**src/rtl/uart_pkg.sv**
```systemverilog
// Shared UART types and helpers, used by the TX path and reusable by RX.
// Holds frame-format enums, data-width limits and config decode functions.
package uart_pkg;

  localparam int MIN_DATA_BITS = 5;
  localparam int MAX_DATA_BITS = 9;

  typedef enum logic [1:0] {
    NONE = 2'b00,
    EVEN = 2'b01,
    ODD  = 2'b10
  } parity_e;

  typedef enum logic [2:0] {
    IDLE,
    START,
    DATA,
    PARITY,
    STOP1,
    STOP2
  } tx_state_e;

  // Anything outside the legal range falls back to the widest frame the instance supports.
  function automatic logic [3:0] clamp_data_bits(input logic [3:0] req, input int max_bits);
    if (int'(req) < MIN_DATA_BITS || int'(req) > max_bits || int'(req) > MAX_DATA_BITS)
      return 4'(max_bits);
    return req;
  endfunction

  function automatic parity_e decode_parity(input logic [1:0] raw);
    case (raw)
      2'b01:   return EVEN;
      2'b10:   return ODD;
      default: return NONE;
    endcase
  endfunction

endpackage

```
**src/rtl/uart_tx_fifo_if.sv**
```systemverilog
// Producer-side valid/ready word channel into the UART transmitter.
// Master drives valid/data, slave returns ready.
interface uart_tx_fifo_if #(
  parameter int DATA_W = 8
);
  logic              s_valid;
  logic [DATA_W-1:0] s_data;
  logic              s_ready;

  modport master (output s_valid, output s_data, input s_ready);
  modport slave  (input s_valid, input s_data, output s_ready);
endinterface

```
**src/rtl/sync_fifo.sv**
```systemverilog
// Generic synchronous FIFO; read data is registered on the pop edge and held until the next pop.
// Latency: a push is visible through empty/level one cycle later; push while full is dropped.
module sync_fifo #(
  parameter int WIDTH = 8,
  parameter int DEPTH = 16
) (
  input  logic                         clk,
  input  logic                         reset_n,
  input  logic                         push,
  input  logic [WIDTH-1:0]             wr_data,
  input  logic                         pop,
  output logic [WIDTH-1:0]             rd_data,
  output logic                         full,
  output logic                         empty,
  output logic [$clog2(DEPTH+1)-1:0]   level
);
  localparam int AW = $clog2(DEPTH);
  localparam int LW = $clog2(DEPTH + 1);

  logic [WIDTH-1:0] mem [DEPTH];
  logic [AW-1:0]    wr_ptr;
  logic [AW-1:0]    rd_ptr;
  logic             do_push;
  logic             do_pop;

  assign full    = (level == LW'(DEPTH));
  assign empty   = (level == '0);
  assign do_push = push && !full;
  assign do_pop  = pop && !empty;

  always_ff @(posedge clk) begin
    if (!reset_n) begin
      wr_ptr  <= '0;
      rd_ptr  <= '0;
      level   <= '0;
      rd_data <= '0;
    end else begin
      if (do_push) wr_ptr <= wr_ptr + 1'b1;
      if (do_pop) begin
        rd_data <= mem[rd_ptr];
        rd_ptr  <= rd_ptr + 1'b1;
      end
      case ({do_push, do_pop})
        2'b10:   level <= level + 1'b1;
        2'b01:   level <= level - 1'b1;
        default: ;
      endcase
    end
  end

  // Storage is not reset: clearing the pointers is enough to discard contents.
  always_ff @(posedge clk) begin
    if (do_push) mem[wr_ptr] <= wr_data;
  end

endmodule

```
**src/rtl/uart_tx_fifo.sv**
```systemverilog
// UART transmitter fed by a word FIFO; frame format is latched per frame on the edge entering START.
// Bits advance only on baud_tick; producer is stalled through s_ready while the FIFO is full.
module uart_tx_fifo
  import uart_pkg::*;
#(
  parameter int DATA_W     = 8,
  parameter int FIFO_DEPTH = 16
) (
  input  logic                              clk,
  input  logic                              reset_n,
  input  logic                              baud_tick,
  uart_tx_fifo_if.slave                     s_if,
  input  logic [3:0]                        cfg_data_bits,
  input  logic [1:0]                        cfg_parity,
  input  logic                              cfg_stop2,
  output logic                              tx,
  output logic                              busy,
  output logic                              tx_done,
  output logic [$clog2(FIFO_DEPTH+1)-1:0]   fifo_level
);
  logic [DATA_W-1:0] fifo_rd_data;
  logic              fifo_full;
  logic              fifo_empty;
  logic              fifo_pop;

  tx_state_e  state, state_nxt;
  logic [3:0] bit_idx, bit_idx_nxt;
  logic [3:0] nbits_q;
  parity_e    par_q;
  logic       stop2_q;
  logic       tx_nxt;
  logic       done_nxt;
  logic       frame_end;
  logic       next_bit;
  logic       parity_bit;
  logic       par_x;

  sync_fifo #(
    .WIDTH (DATA_W),
    .DEPTH (FIFO_DEPTH)
  ) u_fifo (
    .clk     (clk),
    .reset_n (reset_n),
    .push    (s_if.s_valid && s_if.s_ready),
    .wr_data (s_if.s_data),
    .pop     (fifo_pop),
    .rd_data (fifo_rd_data),
    .full    (fifo_full),
    .empty   (fifo_empty),
    .level   (fifo_level)
  );

  assign s_if.s_ready = !fifo_full;
  assign busy         = (state != IDLE) || !fifo_empty;

  // fifo_rd_data doubles as the frame data register: it only changes on a pop.
  always_comb begin
    next_bit = 1'b0;
    par_x    = 1'b0;
    for (int i = 0; i < DATA_W; i++) begin
      if (int'(bit_idx) + 1 == i) next_bit = fifo_rd_data[i];
      if (i < int'(nbits_q))      par_x    = par_x ^ fifo_rd_data[i];
    end
    parity_bit = (par_q == ODD) ? ~par_x : par_x;
  end

  always_comb begin
    state_nxt   = state;
    bit_idx_nxt = bit_idx;
    tx_nxt      = tx;
    done_nxt    = 1'b0;
    fifo_pop    = 1'b0;
    frame_end   = 1'b0;
    if (baud_tick) begin
      unique case (state)
        IDLE: begin
          if (!fifo_empty) begin
            state_nxt = START;
            tx_nxt    = 1'b0;
            fifo_pop  = 1'b1;
          end
        end
        START: begin
          state_nxt   = DATA;
          bit_idx_nxt = '0;
          tx_nxt      = fifo_rd_data[0];
        end
        DATA: begin
          if (bit_idx == nbits_q - 4'd1) begin
            if (par_q != NONE) begin
              state_nxt = PARITY;
              tx_nxt    = parity_bit;
            end else begin
              state_nxt = STOP1;
              tx_nxt    = 1'b1;
            end
          end else begin
            bit_idx_nxt = bit_idx + 4'd1;
            tx_nxt      = next_bit;
          end
        end
        PARITY: begin
          state_nxt = STOP1;
          tx_nxt    = 1'b1;
        end
        STOP1: begin
          if (stop2_q) begin
            state_nxt = STOP2;
            tx_nxt    = 1'b1;
          end else begin
            frame_end = 1'b1;
          end
        end
        STOP2: frame_end = 1'b1;
        default: begin
          state_nxt = IDLE;
          tx_nxt    = 1'b1;
        end
      endcase
      // Back-to-back frames: the ending tick is also the start bit of the next word.
      if (frame_end) begin
        done_nxt = 1'b1;
        if (!fifo_empty) begin
          state_nxt = START;
          tx_nxt    = 1'b0;
          fifo_pop  = 1'b1;
        end else begin
          state_nxt = IDLE;
          tx_nxt    = 1'b1;
        end
      end
    end
  end

  always_ff @(posedge clk) begin
    if (!reset_n) begin
      state   <= IDLE;
      bit_idx <= '0;
      tx      <= 1'b1;
      tx_done <= 1'b0;
      nbits_q <= 4'(DATA_W);
      par_q   <= NONE;
      stop2_q <= 1'b0;
    end else begin
      state   <= state_nxt;
      bit_idx <= bit_idx_nxt;
      tx      <= tx_nxt;
      tx_done <= done_nxt;
      if (fifo_pop) begin
        nbits_q <= clamp_data_bits(cfg_data_bits, DATA_W);
        par_q   <= decode_parity(cfg_parity);
        stop2_q <= cfg_stop2;
      end
    end
  end

endmodule

```
**src/flat_wrapper.sv**
```systemverilog
// flat-port wrapper written by rule: the top's interface ports become plain ports
module uart_tx_fifo_flat import uart_pkg::*;
#(
  parameter int DATA_W     = 8,
  parameter int FIFO_DEPTH = 16
)
  (clk, reset_n, baud_tick, cfg_data_bits, cfg_parity, cfg_stop2, tx, busy, tx_done, fifo_level, s_if_s_valid, s_if_s_data, s_if_s_ready);
  uart_tx_fifo_if #(.DATA_W(DATA_W)) s_if_i ();
  input  logic clk;
  input  logic reset_n;
  input  logic baud_tick;
  input  logic [3:0] cfg_data_bits;
  input  logic [1:0] cfg_parity;
  input  logic cfg_stop2;
  output logic tx;
  output logic busy;
  output logic tx_done;
  output logic [$clog2(FIFO_DEPTH+1)-1:0] fifo_level;
  input wire logic [$bits(s_if_i.s_valid)-1:0] s_if_s_valid;
  input wire logic [$bits(s_if_i.s_data)-1:0] s_if_s_data;
  output wire logic [$bits(s_if_i.s_ready)-1:0] s_if_s_ready;
  assign s_if_i.s_valid = s_if_s_valid;
  assign s_if_i.s_data = s_if_s_data;
  assign s_if_s_ready = s_if_i.s_ready;
  uart_tx_fifo #(.DATA_W(DATA_W), .FIFO_DEPTH(FIFO_DEPTH)) u_core (.clk(clk), .reset_n(reset_n), .baud_tick(baud_tick), .s_if(s_if_i), .cfg_data_bits(cfg_data_bits), .cfg_parity(cfg_parity), .cfg_stop2(cfg_stop2), .tx(tx), .busy(busy), .tx_done(tx_done), .fifo_level(fifo_level));
endmodule
```
**config.mk**
```make
export PLATFORM = sky130hd
export DESIGN_NAME = uart_tx_fifo_flat
export DESIGN_NICKNAME = d
export VERILOG_FILES = /design/src/rtl/uart_pkg.sv /design/src/rtl/uart_tx_fifo_if.sv /design/src/rtl/sync_fifo.sv /design/src/rtl/uart_tx_fifo.sv /design/src/flat_wrapper.sv
export SDC_FILE = /design/constraint.sdc
export NUM_CORES = 1
export LEC_CHECK = 0
export CAP_MARGIN = 20
export CORE_ASPECT_RATIO = 1.5
export CORE_MARGIN = 1
export CORE_UTILIZATION = 55
export CTS_CLUSTER_DIAMETER = 150
export DETAILED_ROUTE_END_ITERATION = 10
export PLACE_DENSITY_LB_ADDON = 0.3
export SYNTH_ARGS = -nofsm -noshare
export SYNTH_HDL_FRONTEND = slang
export SYNTH_SLANG_ARGS = --single-unit
```
**constraint.sdc**
```tcl
create_clock -name clk -period 3.2 [get_ports clk]
set_input_delay 0.48 -clock clk [delete_from_list [all_inputs] [get_ports clk]]
set_output_delay 0.48 -clock clk [all_outputs]
set_load 0.005 [all_outputs]
```
==> impl_metrics.env, run 1 <==
export IMPL_status="finished, final reports clean"
export IMPL_dpl_hpwl_um=9420
export IMPL_min_period_over_period_pct=87.7
export IMPL_diodes=0
export IMPL_core_um2=12500
export IMPL_start_util_pct=56.7
export IMPL_timing_rr_start="u_core.state[0]$_SDFFE_PN0P_"
export IMPL_rows=50
export IMPL_final_util_pct=65.6
export IMPL_finalHoldWorstSlack_ns=0.483
export IMPL_grt_setup_unrepaired="false"
export IMPL_ys_types=48
export IMPL_synthArstFlopShare_pct=0
export IMPL_cts_hold_buf=0
export IMPL_die_area_um2=13400
export IMPL_clock_latency_ns=0.43
export IMPL_rrSetupSlack_ns=0.39
export IMPL_die_h_um=141
export IMPL_cp_endpoint="u_core.u_fifo.level[4]$_SDFFE_PN0P_"
export IMPL_wire_per_inst_um=20.3
export IMPL_fin_skew_ns=0.0212
export IMPL_min_period_ns=2.81
export IMPL_die_w_um=94.8
export IMPL_cts_clk_slew_worst_paths_ns=0.07
export IMPL_htree_levels=4
export IMPL_cp_arrival_ns=3.13
export IMPL_n_fill_cell=866
export IMPL_grt_overflow=0
export IMPL_grt_pass1_wl_um=22500
export IMPL_vias=4098
export IMPL_leakagePower_nw=2.76
export IMPL_critical_path_required_ns=3.52
export IMPL_cts_buffer_depth=2
export IMPL_antenna_found_initial=0
export IMPL_syn_num_nets=511
export IMPL_grt_use_total_pct=23.1
export IMPL_fmax_mhz=356
export IMPL_slew_headroom_pct=52.0
export IMPL_worst_pin_slew_ns=0.720
export IMPL_crit_type="flip-flop to flip-flop"
export IMPL_hold_violations=0
export IMPL_slew_viol_final=0
export IMPL_wl_um=13900
export IMPL_firstDrtPassIters=5
export IMPL_syn2layout_area_growth_pct=15.6
export IMPL_io_pins=28
export IMPL_cts_buffers=17
export IMPL_cap_violations=0
export IMPL_cts_root_buf="clkbuf_16"
export IMPL_drive_above_1_share_pct=19.2
export IMPL_synth_cells=473
export IMPL_register_area_um2=4590
export IMPL_io_buffers=27
export IMPL_layout_nets=556
export IMPL_synth_edf_count=128
export IMPL_setup_viol=0
export IMPL_drtIter0Drc=218
export IMPL_grt_start_max_net_pins=36
export IMPL_min_path_type="flip-flop to flip-flop"
export IMPL_antenna_left=0
export IMPL_crit_start="u_core.state[0]$_SDFFE_PN0P_"
export IMPL_gp_congestion=0.863
export IMPL_drc_errors=0
export IMPL_yosysWarnings=0
export IMPL_synth_seq_area_share_pct=64.6
export IMPL_grt_pass1_vias=4257
export IMPL_max_vdd_ir_drop_v=0.000443
export IMPL_power_density_nw_per_um2=708
export IMPL_reg2regPathDepth=13
export IMPL_syn_area_um2=7100
export IMPL_clkSinkCount=165
export IMPL_cts_tree="built"
export IMPL_multi_input_comb_area_um2=2360
export IMPL_crit_path_end_kind="flip-flop"
export IMPL_cp_max_fo=9
export IMPL_regToRegEndpoint="u_core.u_fifo.level[4]$_SDFFE_PN0P_"
export IMPL_viasPerCell=5.97
export IMPL_final_setup_tns_ns=0
export IMPL_start_kind="flip-flop"
export IMPL_ys_flop_type="edfxtp_1"
export IMPL_ys_seq_elements=165
export IMPL_avgSynthCellArea_um2=15.0
[what timing repair did]
| action | in CTS | in global routing |
|---|---|---|
| setup endpoints to repair | 0 | 1 |
| resized for setup | 0 | 1 |
| setup buffers | 0 | 0 |
[cell usage in the layout, fill, tap and decap left out, drive strengths merged, types with 3 or more instances in the layout]
cell and instances:
buf 23, ha 18, o21ai 8, clkdlybuf4s50 27
and3 4, nand3b 3, and2 3, nand2 43
dfxtp 37, xnor2 8, clkinv 10, nor2 35
o211ai 3, inv 19, edfxtp 128, a21oi 31
nand4 3, nand3 4, nor3 12, nor2b 8
mux4 41, clkbuf 17, nand2b 7, xor2 10
[logic make-up after synthesis]
logic type                 count (synthesis)  synth area share (%)
buffers and inverters                     40                  2.31
DFF                                      165                  64.6
muxes                                     45                  13.7
adders and majority gates                 20                  3.60
AOI/OAI and AO/OA                         58                  4.94
xor gates and xnor gates                  20                  2.87
and+or+nand+nor                          125                  8.04
[layer usage]
metal,vias to the layer above,part of all wire (%),track usage (%)
li1,1884,-,-
met1,2068,37,27.4
met2,123,56,40.6
met3,23,3.9,4.42
met4,0,2.5,9.57
met5,-,0,0
[how the worst min path moves through the flow]
stage | start | endpoint | slack, ns | depth (start not counted)
2_1_floorplan | u_core.par_q[1]$_SDFFE_PN0P_ | u_core.par_q[1]$_SDFFE_PN0P_ | 0.44 | 2
3_3_place_gp | u_core.par_q[1]$_SDFFE_PN0P_ | u_core.par_q[1]$_SDFFE_PN0P_ | 0.45 | 2
3_5_place_dp | u_core.par_q[1]$_SDFFE_PN0P_ | u_core.par_q[1]$_SDFFE_PN0P_ | 0.47 | 2
4_1_cts | u_core.par_q[1]$_SDFFE_PN0P_ | u_core.par_q[1]$_SDFFE_PN0P_ | 0.48 | 2
5_1_grt | u_core.par_q[1]$_SDFFE_PN0P_ | u_core.par_q[1]$_SDFFE_PN0P_ | 0.51 | 2
6_report | u_core.par_q[1]$_SDFFE_PN0P_ | u_core.par_q[1]$_SDFFE_PN0P_ | 0.48 | 2
[synth_stat cells, drive strengths merged (10+ instances only)]
cell,number,area [um2]
nor3,12,60.1
mux4,41,923
nand2,43,161
dfxtp,37,741
a21oi,31,155
inv,15,56.3
nor2,35,131
edfxtp,128,3840
ha,18,225
xor2,10,87.6
clkbuf,16,60.1
[sequential cells by signal, indices dropped and copies added (netlist names), 3 cells and up]
register / count
u_core.u_fifo.mem: 128
u_core.u_fifo.rd_data: 8
u_core.u_fifo.level: 5
u_core.bit_idx: 4
u_core.nbits_q: 4
u_core.u_fifo.rd_ptr: 4
u_core.u_fifo.wr_ptr: 4
u_core.state: 3
[cell type report]
cell class,count,area share [%]
Clock buffer,17,5.18
Multi-Input combinational cell,268,28.7
Inverter,16,0.732
Clock inverter,15,1.56
Sequential cell,165,55.9
Timing Repair Buffer,50,5.55
Tap cell,156,2.38
[metrics by stage]
step	setup WS [ns]	std cells	instance area, um2	total power [W]
after floorplan	0.123	473	7100	0.00352
after global placement	0.408	655	7650	0.00389
after detailed placement	0.278	655	7650	0.00396
after CTS	0.263	687	8200	0.00584
after global routing	0.0451	687	8210	0.00609
final	0.392	687	8210	0.00581
[power breakdown]
part	switching (W)	leakage, nW	internal [W]	total (W)
clock	0.000872	0.269	0.00101	0.00188
combinational	0.000664	1.03	0.000660	0.00132
sequential	0.000162	1.46	0.00244	0.00261
total	0.00170	2.76	0.00411	0.00581
[critical path, cell delays in order, from the launching register on]
cell,delay (ns)
dfxtp_1,0.48
inv_1,0.11
a21oi_1,0.26
o211ai_1,0.19
inv_2,0.08
ha_1,0.22
inv_1,0.10
fa_1,0.39
nor2b_1,0.18
o21ai_0,0.14
and3_1,0.20
nor3_1,0.18
xnor2_1,0.14
nor2_1,0.05
No activity file was read; power rests on OpenSTA's default activity.
==> run 2: changes to the inputs <==
--- a/config.mk
+++ b/config.mk
@@ -11,7 +11,7 @@
 export CORE_UTILIZATION = 55
 export CTS_CLUSTER_DIAMETER = 150
 export DETAILED_ROUTE_END_ITERATION = 10
-export PLACE_DENSITY_LB_ADDON = 0.3
+export PLACE_DENSITY = 0.78
 export SYNTH_ARGS = -nofsm -noshare
 export SYNTH_HDL_FRONTEND = slang
 export SYNTH_SLANG_ARGS = --single-unit
==> run 2 against run 1 <==
Net effect: register-to-register slack got worse by 0.07 ns; clock skew down 0.013 ns; combinational power about the same; critical path depth unchanged; non-clock buffer count up 1; wire length grew 1.6%; die area is the same; sequential power is essentially flat; hold slack got worse by 0.014 ns; via count grew 0.22%; power is 3.5% higher.
==> impl_metrics.env, run 2 (synthesis gave the netlist of run 1 again) <==
export IMPL_status="finished, final reports clean"
export IMPL_die_w_um=94.8
export IMPL_vias=4107
export IMPL_most_common_layout_cells="edfxtp_1, nand2_1, mux4_2, dfxtp_1, nor2_1"
export IMPL_max_stage_delay_ns=0.46
export IMPL_syn2layout_area_growth_pct=16.5
export IMPL_min_period_over_period_pct=89.8
export IMPL_core_um2=12500
export IMPL_cts_hold_buf=0
export IMPL_io_pins=28
export IMPL_drtIter0Drc=227
export IMPL_firstDrtPassIters=5
export IMPL_fmax_mhz=348
export IMPL_grt_overflow=0
export IMPL_cts_tree="built"
export IMPL_power_share_switching_pct=28.6
export IMPL_wl_um=14100
export IMPL_grt_use_total_pct=23.0
export IMPL_largest_reg_flops=128
export IMPL_cts_buffer_depth=2
export IMPL_cts_setup_buffers=0
export IMPL_grt_pass1_wl_um=22200
export IMPL_fin_ws_ns=0.325
export IMPL_hold_violations=0
export IMPL_crit_top_cell="inv_1"
export IMPL_cp_max_fo=5
export IMPL_antenna_found_initial=0
export IMPL_worst_pin_slew_ns=0.666
export IMPL_max_vdd_ir_drop_v=0.000468
export IMPL_grt_setup_unrepaired="false"
export IMPL_slew_headroom_pct=55.6
export IMPL_io_buffers=27
export IMPL_slew_viol_final=0
export IMPL_diodes=0
export IMPL_antenna_left=0
export IMPL_critical_path_required_ns=3.51
export IMPL_crit_path_end_kind="flip-flop"
export IMPL_start_kind="flip-flop"
export IMPL_die_h_um=141
export IMPL_fin_skew_ns=0.00768
export IMPL_htree_levels=4
export IMPL_drc_errors=0
export IMPL_setup_viol=0
export IMPL_path_delay_family="simple AND/OR/NAND/NOR gates"
export IMPL_final_util_pct=66.1
export IMPL_clkSinkCount=165
export IMPL_finalHoldWorstSlack_ns=0.469
export IMPL_power_density_nw_per_um2=727
export IMPL_clock_latency_ns=0.42
export IMPL_internal_power_w=0.00429
export IMPL_slowest_stage="nor4_2"
export IMPL_die_area_um2=13400
export IMPL_switchingPower_w=0.00172
export IMPL_cts_buffers=17
export IMPL_cap_violations=0
export IMPL_path_cells="nor4_2 -> nand2_1 -> and2_1 -> inv_1 -> ha_1 -> inv_1 -> fa_1 -> nor2b_1 -> o21ai_0 -> and3_1 -> nor3_1 -> xnor2_1 -> nor2_1"
export IMPL_final_setup_tns_ns=0
export IMPL_largest_register="u_core.u_fifo.mem"
export IMPL_cts_root_buf="clkbuf_16"
export IMPL_cts_clk_slew_worst_paths_ns=0.07
export IMPL_top_regs="u_core.u_fifo.mem: 128 flops, u_core.u_fifo.rd_data: 8 flops, u_core.u_fifo.level: 5 flops"
export IMPL_layout_nets=557
export IMPL_final_common_cell="edfxtp_1"
export IMPL_n_fill_cell=845
export IMPL_grt_pass1_vias=4270
export IMPL_crit_type="flip-flop to flip-flop"
export IMPL_min_period_ns=2.87
export IMPL_start_util_pct=56.7
export IMPL_gp_congestion=0.885
export IMPL_grt_start_max_net_pins=36
export IMPL_place_ws_ns=0.273
export IMPL_rows=50
export IMPL_viasPerCell=5.97
export IMPL_p_seq_share_pct=43.0
export IMPL_critPathBufInv=2
export IMPL_share_comb_of_total_power_pct=22.5
export IMPL_dpl_hpwl_um=9360
export IMPL_clock_power_share_pct=34.4
export IMPL_leakagePower_nw=2.79
export IMPL_drive_above_1_share_pct=19.4
export IMPL_wire_per_inst_um=20.6
export IMPL_cp_arrival_ns=3.18
export IMPL_min_path_type="flip-flop to flip-flop"
run 2: cell count changes in the layout (fill, tap and decap cells not counted), sizes merged:
cell    before  now
bufinv       0    2
clkinv      10    2
inv         19   25
buf         23   24
run 2: cell type report:
type | count | area [um2] | share of cell area (%)
clock inverter | 15 | 181 | 2.19
tap | 156 | 195 | 2.36
multi-input combinational | 268 | 2360 | 28.5
sequential | 165 | 4590 | 55.5
clock buffer | 17 | 425 | 5.15
inverter | 16 | 60.1 | 0.727
timing repair buffer | 51 | 463 | 5.60
run 2: path summary, 6_finish.rpt:
kind	slack, ns	from	endpoint	cells after the start
hold reg to reg	0.47	u_core.par_q[1]$_SDFFE_PN0P_	u_core.par_q[1]$_SDFFE_PN0P_	2
setup / recovery	0.33	u_core.u_fifo.level[0]$_SDFFE_PN0P_	u_core.u_fifo.level[4]$_SDFFE_PN0P_	13
hold / removal	0.47	u_core.par_q[1]$_SDFFE_PN0P_	u_core.par_q[1]$_SDFFE_PN0P_	2
setup reg to reg	0.33	u_core.u_fifo.level[0]$_SDFFE_PN0P_	u_core.u_fifo.level[4]$_SDFFE_PN0P_	13
run 2: repair_timing:
action                                  in CTS  in global routing
endpoints found under the setup margin       0                  1
gates resized for setup                      0                  1
endpoints found under the hold margin        0                  0
run 2: through the flow:
step	instances	power [W]	area (um2)
after global routing	688	0.00626	8270
final	688	0.00601	8270
after CTS	688	0.00603	8260
after floorplan	473	0.00352	7100
after detailed placement	656	0.00397	7650
after global placement	656	0.00389	7650
run 2: worst min-delay path: cells and delay by family (launching register included):
kind | cells | cell delay (ns)
and+or+nand+nor | 1 | 0.05
AOI/OAI and AO/OA | 1 | 0.05
DFF | 1 | 0.32
run 2: routing by layer:
layer	vias up	GRT usage, %	wire length (um)
li1	1880	-	-
met4	0	10.8	494
met3	42	4.37	511
met5	-	0	0
met1	2056	25.4	5190
met2	129	41.5	7950
run 2: power by group through the flow:
| stage | logic (W) | registers [W] | clock network (W) |
|---|---|---|---|
| finish | 0.00135 | 0.00259 | 0.00207 |
| global route | 0.00148 | 0.00260 | 0.00218 |
| CTS | 0.00136 | 0.00258 | 0.00210 |
| detailed placement | 0.00134 | 0.00262 | 0 |
| global placement | 0.00128 | 0.00261 | 0 |
| floorplan | 0.000952 | 0.00257 | 0 |
==> run 3: changes to the inputs <==
--- a/config.mk
+++ b/config.mk
@@ -8,10 +8,10 @@
 export CAP_MARGIN = 20
 export CORE_ASPECT_RATIO = 1.5
 export CORE_MARGIN = 1
-export CORE_UTILIZATION = 55
+export CORE_UTILIZATION = 59
 export CTS_CLUSTER_DIAMETER = 150
 export DETAILED_ROUTE_END_ITERATION = 10
-export PLACE_DENSITY = 0.78
+export PLACE_DENSITY = 0.8
 export SYNTH_ARGS = -nofsm -noshare
 export SYNTH_HDL_FRONTEND = slang
 export SYNTH_SLANG_ARGS = --single-unit
==> constraint.sdc (replaced) <==
create_clock -name clk -period 2.9 [get_ports clk]
set_input_delay 0.435 -clock clk [delete_from_list [all_inputs] [get_ports clk]]
set_output_delay 0.435 -clock clk [all_outputs]
set_load 0.005 [all_outputs]
==> run 3 against run 2 <==
Net effect: register-to-register slack lost 0.05 ns; sequential power grew 10%; sequential share of layout area shrank 0.35 points; worst setup slack lost 0.050 ns; flip-flop and latch count is the same; clock skew grew 0.0025 ns; clock power grew 12%; core utilization grew 5.7 points; power grew 12%; global-route usage grew 1.8 points; non-clock buffer count grew 5; critical endpoint unchanged; largest power group unchanged; highest routed layer unchanged.
==> impl_metrics.env, run 3 (synthesis gave the netlist of run 1 again) <==
export IMPL_status="finished, final reports clean"
export IMPL_wire_per_inst_um=20.5
export IMPL_critical_path_required_ns=3.20
export IMPL_drtIter0Drc=249
export IMPL_top_regs="u_core.u_fifo.mem: 128 flops, u_core.u_fifo.rd_data: 8 flops, u_core.u_fifo.level: 5 flops"
export IMPL_die_area_um2=12500
export IMPL_cts_root_buf="clkbuf_16"
export IMPL_finalHoldWorstSlack_ns=0.468
export IMPL_grt_overflow=0
export IMPL_start_kind="flip-flop"
export IMPL_final_common_cell="edfxtp_1"
export IMPL_switchingPower_w=0.00186
export IMPL_largest_reg_flops=128
export IMPL_layout_nets=562
export IMPL_wl_um=14100
export IMPL_grt_setup_unrepaired="false"
export IMPL_min_path_type="flip-flop to flip-flop"
export IMPL_htree_levels=4
export IMPL_grt_start_max_net_pins=36
export IMPL_cts_hold_buf=0
export IMPL_cp_arrival_ns=2.93
export IMPL_most_common_layout_cells="edfxtp_1, nand2_1, mux4_2, dfxtp_1, nor2_1"
export IMPL_antenna_found_initial=0
export IMPL_worstHoldStart="u_core.par_q[1]$_SDFFE_PN0P_"
export IMPL_final_setup_tns_ns=0
export IMPL_slew_headroom_pct=55.4
export IMPL_min_period_ns=2.62
export IMPL_grt_pass1_vias=4224
export IMPL_timing_rr_start="u_core.u_fifo.level[0]$_SDFFE_PN0P_"
export IMPL_worst_pin_slew_ns=0.668
export IMPL_power_share_switching_pct=27.8
export IMPL_cap_violations=0
export IMPL_hold_depth=2
export IMPL_share_comb_of_total_power_pct=22.8
export IMPL_drive_above_1_share_pct=20.1
export IMPL_die_w_um=91.6
export IMPL_max_vdd_ir_drop_v=0.000632
export IMPL_internal_power_w=0.00485
export IMPL_clkSinkCount=165
export IMPL_dpl_cell_area_um2=7690
export IMPL_core_um2=11600
export IMPL_cts_buffers=17
export IMPL_grt_pass1_wl_um=22300
export IMPL_reg2regPathDepth=13
export IMPL_cts_clk_slew_worst_paths_ns=0.07
export IMPL_diodes=0
export IMPL_min_period_over_period_pct=90.5
export IMPL_io_buffers=27
export IMPL_fmax_mhz=381
export IMPL_antenna_left=0
export IMPL_grt_use_total_pct=24.8
export IMPL_worst_hold_path_endpoint="u_core.par_q[1]$_SDFFE_PN0P_"
export IMPL_clock_power_share_pct=34.5
export IMPL_io_pins=28
export IMPL_cp_max_fo=3
export IMPL_start_util_pct=61.2
export IMPL_regToRegEndpoint="u_core.u_fifo.level[4]$_SDFFE_PN0P_"
export IMPL_crit_type="flip-flop to flip-flop"
export IMPL_cts_tree="built"
export IMPL_gp_congestion=0.810
export IMPL_drc_errors=0
export IMPL_setup_viol=0
export IMPL_slew_viol_final=0
export IMPL_dpl_hpwl_um=9230
export IMPL_crit_path_end_kind="flip-flop"
export IMPL_clock_latency_ns=0.42
export IMPL_syn2layout_area_growth_pct=17.2
export IMPL_leakagePower_nw=2.82
export IMPL_hold_violations=0
export IMPL_final_area_um2=8320
export IMPL_vias=4165
export IMPL_rrSetupSlack_ns=0.28
export IMPL_cts_setup_buffers=0
export IMPL_die_h_um=136
export IMPL_p_seq_share_pct=42.6
export IMPL_cts_buffer_depth=2
export IMPL_power_density_nw_per_um2=806
export IMPL_largest_register="u_core.u_fifo.mem"
export IMPL_viasPerCell=6.06
export IMPL_firstDrtPassIters=4
export IMPL_fin_skew_ns=0.0102
export IMPL_cts_resized=0
export IMPL_final_util_pct=71.8
export IMPL_rows=48
## run 3: cell types whose count changed in the layout (fill, tap and decap cells not counted), sizes merged
cell	delta
clkinv	+3
inv	-4
bufinv	+1
buf	+5
## run 3: cell type report
type / instances / area, um2
clock buffer: 17 / 425
clock inverter: 15 / 191
tap: 150 / 188
timing repair buffer: 56 / 500
inverter: 16 / 60.1
multi-input combinational: 268 / 2370
sequential: 165 / 4590
fill: 736 / 3270
## run 3: through the flow
stage	worst slack, ns	std cells	total power, W
floorplan	0.00780	473	0.00390
global placement	0.256	655	0.00434
detailed placement	0.177	655	0.00441
CTS	0.194	687	0.00673
global route	0.0468	687	0.00699
finish	0.275	687	0.00671
## run 3: worst max path at each step
stage	slack, ns	end	startpoint	cells past startpoint
final	0.28	u_core.u_fifo.level[4]$_SDFFE_PN0P_	u_core.u_fifo.level[0]$_SDFFE_PN0P_	13
after global routing	0.05	u_core.u_fifo.level[4]$_SDFFE_PN0P_	u_core.u_fifo.level[0]$_SDFFE_PN0P_	13
after CTS	0.19	u_core.u_fifo.level[4]$_SDFFE_PN0P_	u_core.u_fifo.level[0]$_SDFFE_PN0P_	13
after detailed placement	0.18	u_core.u_fifo.level[4]$_SDFFE_PN0P_	s_if_s_valid	12
after global placement	0.26	u_core.u_fifo.level[4]$_SDFFE_PN0P_	baud_tick	12
after floorplan	0.008	u_core.u_fifo.level[4]$_SDFFE_PN0P_	u_core.state[0]$_SDFFE_PN0P_	16
## run 3: critical path: stages (launching register included)
cell and delay, ns:
dfxtp_1 0.34, nor4_4 0.31, nand2b_1 0.14, o211ai_1 0.15, inv_2 0.06, ha_1 0.20, buf_4 0.15, ha_1 0.31
nor2b_1 0.19, o21ai_0 0.12, and3_1 0.19, nor3_1 0.17, xnor2_1 0.14, nor2_1 0.05
## run 3: power by group through the flow
stage | clock network (W) | logic (W) | registers (W)
global placement | 0 | 0.00146 | 0.00289
floorplan | 0 | 0.00106 | 0.00284
CTS | 0.00235 | 0.00153 | 0.00285
detailed placement | 0 | 0.00151 | 0.00290
global route | 0.00244 | 0.00168 | 0.00287
finish | 0.00232 | 0.00153 | 0.00286
## run 3: routing by layer
layer / global-route usage [%] / up-vias / wire length, um
met5: 0 / - / 0
met4: 10.2 / 0 / 397
met3: 6.10 / 29 / 668
met2: 44.1 / 141 / 7800
met1: 28.6 / 2093 / 5240
li1: - / 1902 / -
